===== src/rtl/seq_divider_16bit.sv =====
// rtl/seq_divider_16bit.sv - restoring divider, one quotient bit per clock, start/busy/done handshake.
// Define SEQ_DIV_SIGNED_EN for two's complement operands (truncating division); default build is unsigned.
module seq_divider_16bit #(
  parameter int WIDTH = 16
) (
  input  logic             clk,
  input  logic             rst_n,
  input  logic             start,
  input  logic [WIDTH-1:0] dividend,
  input  logic [WIDTH-1:0] divisor,
  output logic             busy,
  output logic             done,
  output logic [WIDTH-1:0] quotient,
  output logic [WIDTH-1:0] remainder,
  output logic             div_by_zero
);

  localparam int CW = $clog2(WIDTH + 1);

  typedef enum logic [1:0] {IDLE, RUN, DONE} state_t;

  state_t           state_q, state_d;
  logic             busy_q, busy_d;
  logic             done_q, done_d;
  logic             dbz_q, dbz_d;
  logic             zpend_q, zpend_d;
  logic [WIDTH-1:0] quot_q, quot_d;
  logic [WIDTH-1:0] rem_q, rem_d;
  logic [WIDTH-1:0] acc_q, acc_d;
  logic [WIDTH-1:0] qacc_q, qacc_d;
  logic [WIDTH-1:0] dvsr_q, dvsr_d;
  logic [WIDTH-1:0] dvnd_q, dvnd_d;
  logic [CW-1:0]    cnt_q, cnt_d;

  logic             accept;
  logic [WIDTH-1:0] mag_a, mag_b;
  logic [WIDTH:0]   shifted;
  logic [WIDTH+1:0] trial;
  logic [WIDTH-1:0] q_step, r_step;
  logic [WIDTH-1:0] q_fix, r_fix;

`ifdef SEQ_DIV_SIGNED_EN
  logic qneg_q, qneg_d;
  logic rneg_q, rneg_d;

  // The most-negative operand maps onto itself, which is its correct unsigned magnitude.
  assign mag_a = dividend[WIDTH-1] ? (~dividend + 1'b1) : dividend;
  assign mag_b = divisor[WIDTH-1]  ? (~divisor + 1'b1)  : divisor;
  assign q_fix = qneg_q ? (~q_step + 1'b1) : q_step;
  assign r_fix = rneg_q ? (~r_step + 1'b1) : r_step;

  always_comb begin
    qneg_d = qneg_q;
    rneg_d = rneg_q;
    if (accept) begin
      qneg_d = dividend[WIDTH-1] ^ divisor[WIDTH-1];
      rneg_d = dividend[WIDTH-1];
    end
  end

  always_ff @(posedge clk or negedge rst_n) begin
    if (!rst_n) begin
      qneg_q <= 1'b0;
      rneg_q <= 1'b0;
    end else begin
      qneg_q <= qneg_d;
      rneg_q <= rneg_d;
    end
  end
`else
  assign mag_a = dividend;
  assign mag_b = divisor;
  assign q_fix = q_step;
  assign r_fix = r_step;
`endif

  assign accept = start && ((state_q == IDLE) || ((state_q == DONE) && !zpend_q));

  // Restoring step: the extra top bit of trial is the borrow, i.e. the sign of rem - divisor.
  assign shifted = {acc_q, qacc_q[WIDTH-1]};
  assign trial   = {1'b0, shifted} - {2'b00, dvsr_q};
  assign q_step  = {qacc_q[WIDTH-2:0], ~trial[WIDTH+1]};
  assign r_step  = trial[WIDTH+1] ? shifted[WIDTH-1:0] : trial[WIDTH-1:0];

  always_comb begin
    state_d = state_q;
    busy_d  = busy_q;
    done_d  = 1'b0;
    dbz_d   = dbz_q;
    zpend_d = zpend_q;
    quot_d  = quot_q;
    rem_d   = rem_q;
    acc_d   = acc_q;
    qacc_d  = qacc_q;
    dvsr_d  = dvsr_q;
    dvnd_d  = dvnd_q;
    cnt_d   = cnt_q;

    if (accept) begin
      busy_d = 1'b1;
      acc_d  = '0;
      qacc_d = mag_a;
      dvsr_d = mag_b;
      dvnd_d = dividend;
      cnt_d  = CW'(WIDTH);
      if (divisor == '0) begin
        state_d = DONE;
        zpend_d = 1'b1;
      end else begin
        state_d = RUN;
      end
    end else begin
      case (state_q)
        RUN: begin
          acc_d  = r_step;
          qacc_d = q_step;
          cnt_d  = cnt_q - 1'b1;
          if (cnt_q == CW'(1)) begin
            state_d = DONE;
            busy_d  = 1'b0;
            done_d  = 1'b1;
            quot_d  = q_fix;
            rem_d   = r_fix;
            dbz_d   = 1'b0;
          end
        end
        DONE: begin
          // A zero divisor parks here for one cycle so done still trails the start edge.
          if (zpend_q) begin
            zpend_d = 1'b0;
            busy_d  = 1'b0;
            done_d  = 1'b1;
            quot_d  = '1;
            rem_d   = dvnd_q;
            dbz_d   = 1'b1;
          end else begin
            state_d = IDLE;
          end
        end
        default: state_d = IDLE;
      endcase
    end
  end

  always_ff @(posedge clk or negedge rst_n) begin
    if (!rst_n) begin
      state_q <= IDLE;
      busy_q  <= 1'b0;
      done_q  <= 1'b0;
      dbz_q   <= 1'b0;
      zpend_q <= 1'b0;
      quot_q  <= '0;
      rem_q   <= '0;
      acc_q   <= '0;
      qacc_q  <= '0;
      dvsr_q  <= '0;
      dvnd_q  <= '0;
      cnt_q   <= '0;
    end else begin
      state_q <= state_d;
      busy_q  <= busy_d;
      done_q  <= done_d;
      dbz_q   <= dbz_d;
      zpend_q <= zpend_d;
      quot_q  <= quot_d;
      rem_q   <= rem_d;
      acc_q   <= acc_d;
      qacc_q  <= qacc_d;
      dvsr_q  <= dvsr_d;
      dvnd_q  <= dvnd_d;
      cnt_q   <= cnt_d;
    end
  end

  assign busy        = busy_q;
  assign done        = done_q;
  assign quotient    = quot_q;
  assign remainder   = rem_q;
  assign div_by_zero = dbz_q;

endmodule


===== config.mk =====
export PLATFORM = sky130hd
export DESIGN_NAME = seq_divider_16bit
export DESIGN_NICKNAME = d
export VERILOG_FILES = /design/src/rtl/seq_divider_16bit.sv
export SDC_FILE = /design/constraint.sdc
export NUM_CORES = 1
export LEC_CHECK = 0
export ABC_CLOCK_PERIOD_IN_PS = 3200
export BUFFER_PORTS_ARGS = -buffer_cell sky130_fd_sc_hd__buf_2
export CORE_MARGIN = 3
export CORE_UTILIZATION = 34
export DETAILED_ROUTE_END_ITERATION = 10
export HOLD_SLACK_MARGIN = 0.05
export SLEW_MARGIN = 20
export SYNTH_ARGS = -nofsm -noshare
export SYNTH_HDL_FRONTEND = slang
export SYNTH_SLANG_ARGS = --single-unit

===== constraint.sdc =====
create_clock -name clk -period 3.2 [get_ports clk]
set_input_delay 0.48 -clock clk [delete_from_list [all_inputs] [get_ports clk]]
set_output_delay 0.48 -clock clk [all_outputs]
set_load 0.03 [all_outputs]

==> run summary <==
Outcome - completed
Seq cells post-synth - 107
GRT Total Usage - 17.5%
Worst reg2reg path depth - 8
Hold_ws - 0.202 ns
Leak - 0.00300 uW
Area added between synthesis and finish - 14.1%
Die width - 137 um
Yosys warning total - 0
Max VDD drop - 562 uV
Final setup viols - 0
Cell row count - 47
Critical path launch point - acc_q[11]$_DFFE_PN0N_
Ys flop type - dfrtp_1
Starting density of the core - 35.0%
Max Clock Skew - 0.00917 ns
CP Class - register to register
Number of synthesized flops with an enable pin - 0
Routed vias/inst - 5.35
Setup TNS Final - 0 ns
Fin crit share - 89.5%
Nets - 772
Antenna viol nets, final - 0
Top cells by count, synth - 118 x nand2_1, 107 x dfrtp_1, 64 x o21ai_0
Worst R2R Setup Slack - 0.34 ns
Placer's final routability congestion estimate - 0.829
Die height - 137 um
CTS tree - done
Residual DRC - 0
CP Max Fanout - 21
Worst slew margin - 39.2%
Clock-pin slew on the worst setup and hold paths - 0.08 ns
Root Buffer - clkbuf_16
Post-Place Cells - 923
Synth top area share - 45.6%
Syn nets - 726
Port-buffer cells - 69
CP Capture Type - register
Dpl hpwl - 11.0 mm
Critical Path AT - 3.13 ns
ANT cells - 0
Fraction of layout cells with a size suffix above 1 - 15.6%
Die Footprint - 0.0189 mm^2
Setup crit end - remainder[7]$_DFFE_PN0P_
H-tree levels - 3
Ys async rst share - 100%
Max-slew violations - 0
Critical Path Source Type - register
Worst slew pin tran - 0.912 ns
Worst r2r dst - remainder[7]$_DFFE_PN0P_
PwrDens - 1250 mW/mm^2
Post-synth cell types - 61
Largest net degree at the start of global routing - 59
# hold bufs at CTS - 0
Final Hold Fails - 0
Vias in the first global route - 4854
Resized cells post-CTS - 0
Routed WL per cell - 16.6 um
RR Startpoint - acc_q[11]$_DFFE_PN0N_
RSZ-0062 raised after global routing - false
Core area - 0.0168 mm^2
Worst hold-check path type - primary input to async pin
Synth Instances - 668
Ports - 70
Final cell count without fillers - 939
Max-cap viol count - 0
Required @ worst endpoint - 3.47 ns
First-iteration detailed-routing DRC count - 515
Max Clock Freq - 0.349 GHz
Final wirelength - 15.6 mm
Top-count cell post-synth - nand2_1
GRT Residual Overflow - 0
Antenna violations before repair - 0
Post-CTS setup buffers - 0
Clk_lat worst skew - 0.37 ns
DR vias - 5026
Top cells by area, synth - dfrtp_1 46%, nand2_1 7.5%, o21ai_0 5.5%
Global-route wire length before repair - 25.9 mm
Total CTS buffers - 9
Sink Count - 107
DRT Pass-1 Iters - 5
Mapped Avg Cell Area - 8.78 um^2
Clock Path Buffers - 2
Min Tclk post-route - 2.86 ns
Synthesized area - 0.00587 mm^2
Largest area contributor in the netlist - dfrtp_1
Sequential fraction of the synthesis area - 45.6%
-- registers in the layout, summed over array words and instances (netlist names), 2 cells and up --
name / flops
qacc_q: 16
remainder: 16
dvnd_q: 16
cnt_q: 5
dvsr_q: 16
state_q: 2
quotient: 16
acc_q: 16
-- layer usage --
layer | global-route usage [%] | up-vias | routed length, um
met3 | 2.37 | 19 | 684
met1 | 25.5 | 2441 | 7410
met4 | 6.49 | 0 | 323
li1 | - | 2450 | -
met5 | 0 | - | 0
met2 | 26.5 | 116 | 7210
-- power by group --
| part | leakage [uW] | switching (uW) | internal [uW] | total [uW] |
|---|---|---|---|---|
| clock | 0.000130 | 544 | 542 | 1090 |
| sequential | 0.00133 | 407 | 1980 | 2390 |
| combinational | 0.00154 | 3200 | 1680 | 4880 |
| total | 0.00300 | 4150 | 4210 | 8360 |
-- placed cells by master (no fill, tap or decap), drive strengths merged, types with 2 or more instances in the layout --
cell	count
a21oi	37
o31ai	10
nand3	22
and3	3
a211oi	8
a31o	2
o211ai	9
a31oi	13
nand2b	2
o21ai	91
nand4	9
xor2	3
xnor2	9
nor2	51
ha	22
clkbuf	11
dfrtp	107
buf	78
nand2	119
nor2b	3
nor3	10
inv	29
a2111oi	2
a22oi	2
o21a	4
mux2	2
nor4	7
a2111o	2
o221ai	3
or3	2
and2	4
clkinvlp	2
mux2i	17
a21o	5
-- stage by stage --
step,utilization (%),setup WS (ns),power [uW],cell area (um^2)
floorplan,-,1.04,6030,5870
global placement,38.3,0.537,7250,6410
detailed placement,38.3,0.387,7300,6410
CTS,39.9,0.367,8410,6690
global route,39.9,0.147,9100,6690
finish,39.9,0.336,8360,6690
-- layout make-up --
cell class                      count  area [um^2]
Multi-Input combinational cell    491         2920
Clock inverter                      5         46.3
Sequential cell                   107         2680
Tap cell                          220          275
Timing Repair Buffer               78          440
Clock buffer                       11          233
Inverter                           27          101
Fill cell                        1719        10100
-- critical path: stages (launching register included) --
cell and delay [ns]:
dfrtp_1 0.42, ha_1 0.42, a21oi_1 0.29, o21ai_0 0.13, nor2_1 0.22, a21o_1 0.64, buf_4 0.32, a21oi_1 0.12
o31ai_2 0.21
-- how the worst min path moves through the flow --
stage,from,to,cells past startpoint
2_1_floorplan,rst_n,acc_q[0]$_DFFE_PN0N_,0
3_3_place_gp,dvnd_q[5]$_DFFE_PN0P_,dvnd_q[5]$_DFFE_PN0P_,2
3_5_place_dp,dvnd_q[5]$_DFFE_PN0P_,dvnd_q[5]$_DFFE_PN0P_,2
4_1_cts,rst_n,quotient[11]$_DFFE_PN0P_,1
5_1_grt,rst_n,quotient[10]$_DFFE_PN0P_,1
6_report,rst_n,quotient[11]$_DFFE_PN0P_,1
-- kinds of logic after synthesis --
logic type               count (synthesis)  share of synthesized area (%)
buffers and inverters                   70                           4.80
adder cells (fa/ha/maj)                 23                           5.03
AO/OA/AOI/OAI                          198                           20.9
XOR/XNOR                                12                           1.79
multiplexers                            19                           3.28
AND/OR/NAND/NOR                        239                           18.5
flip-flops                             107                           45.6
(Power assumes the default switching activity.)
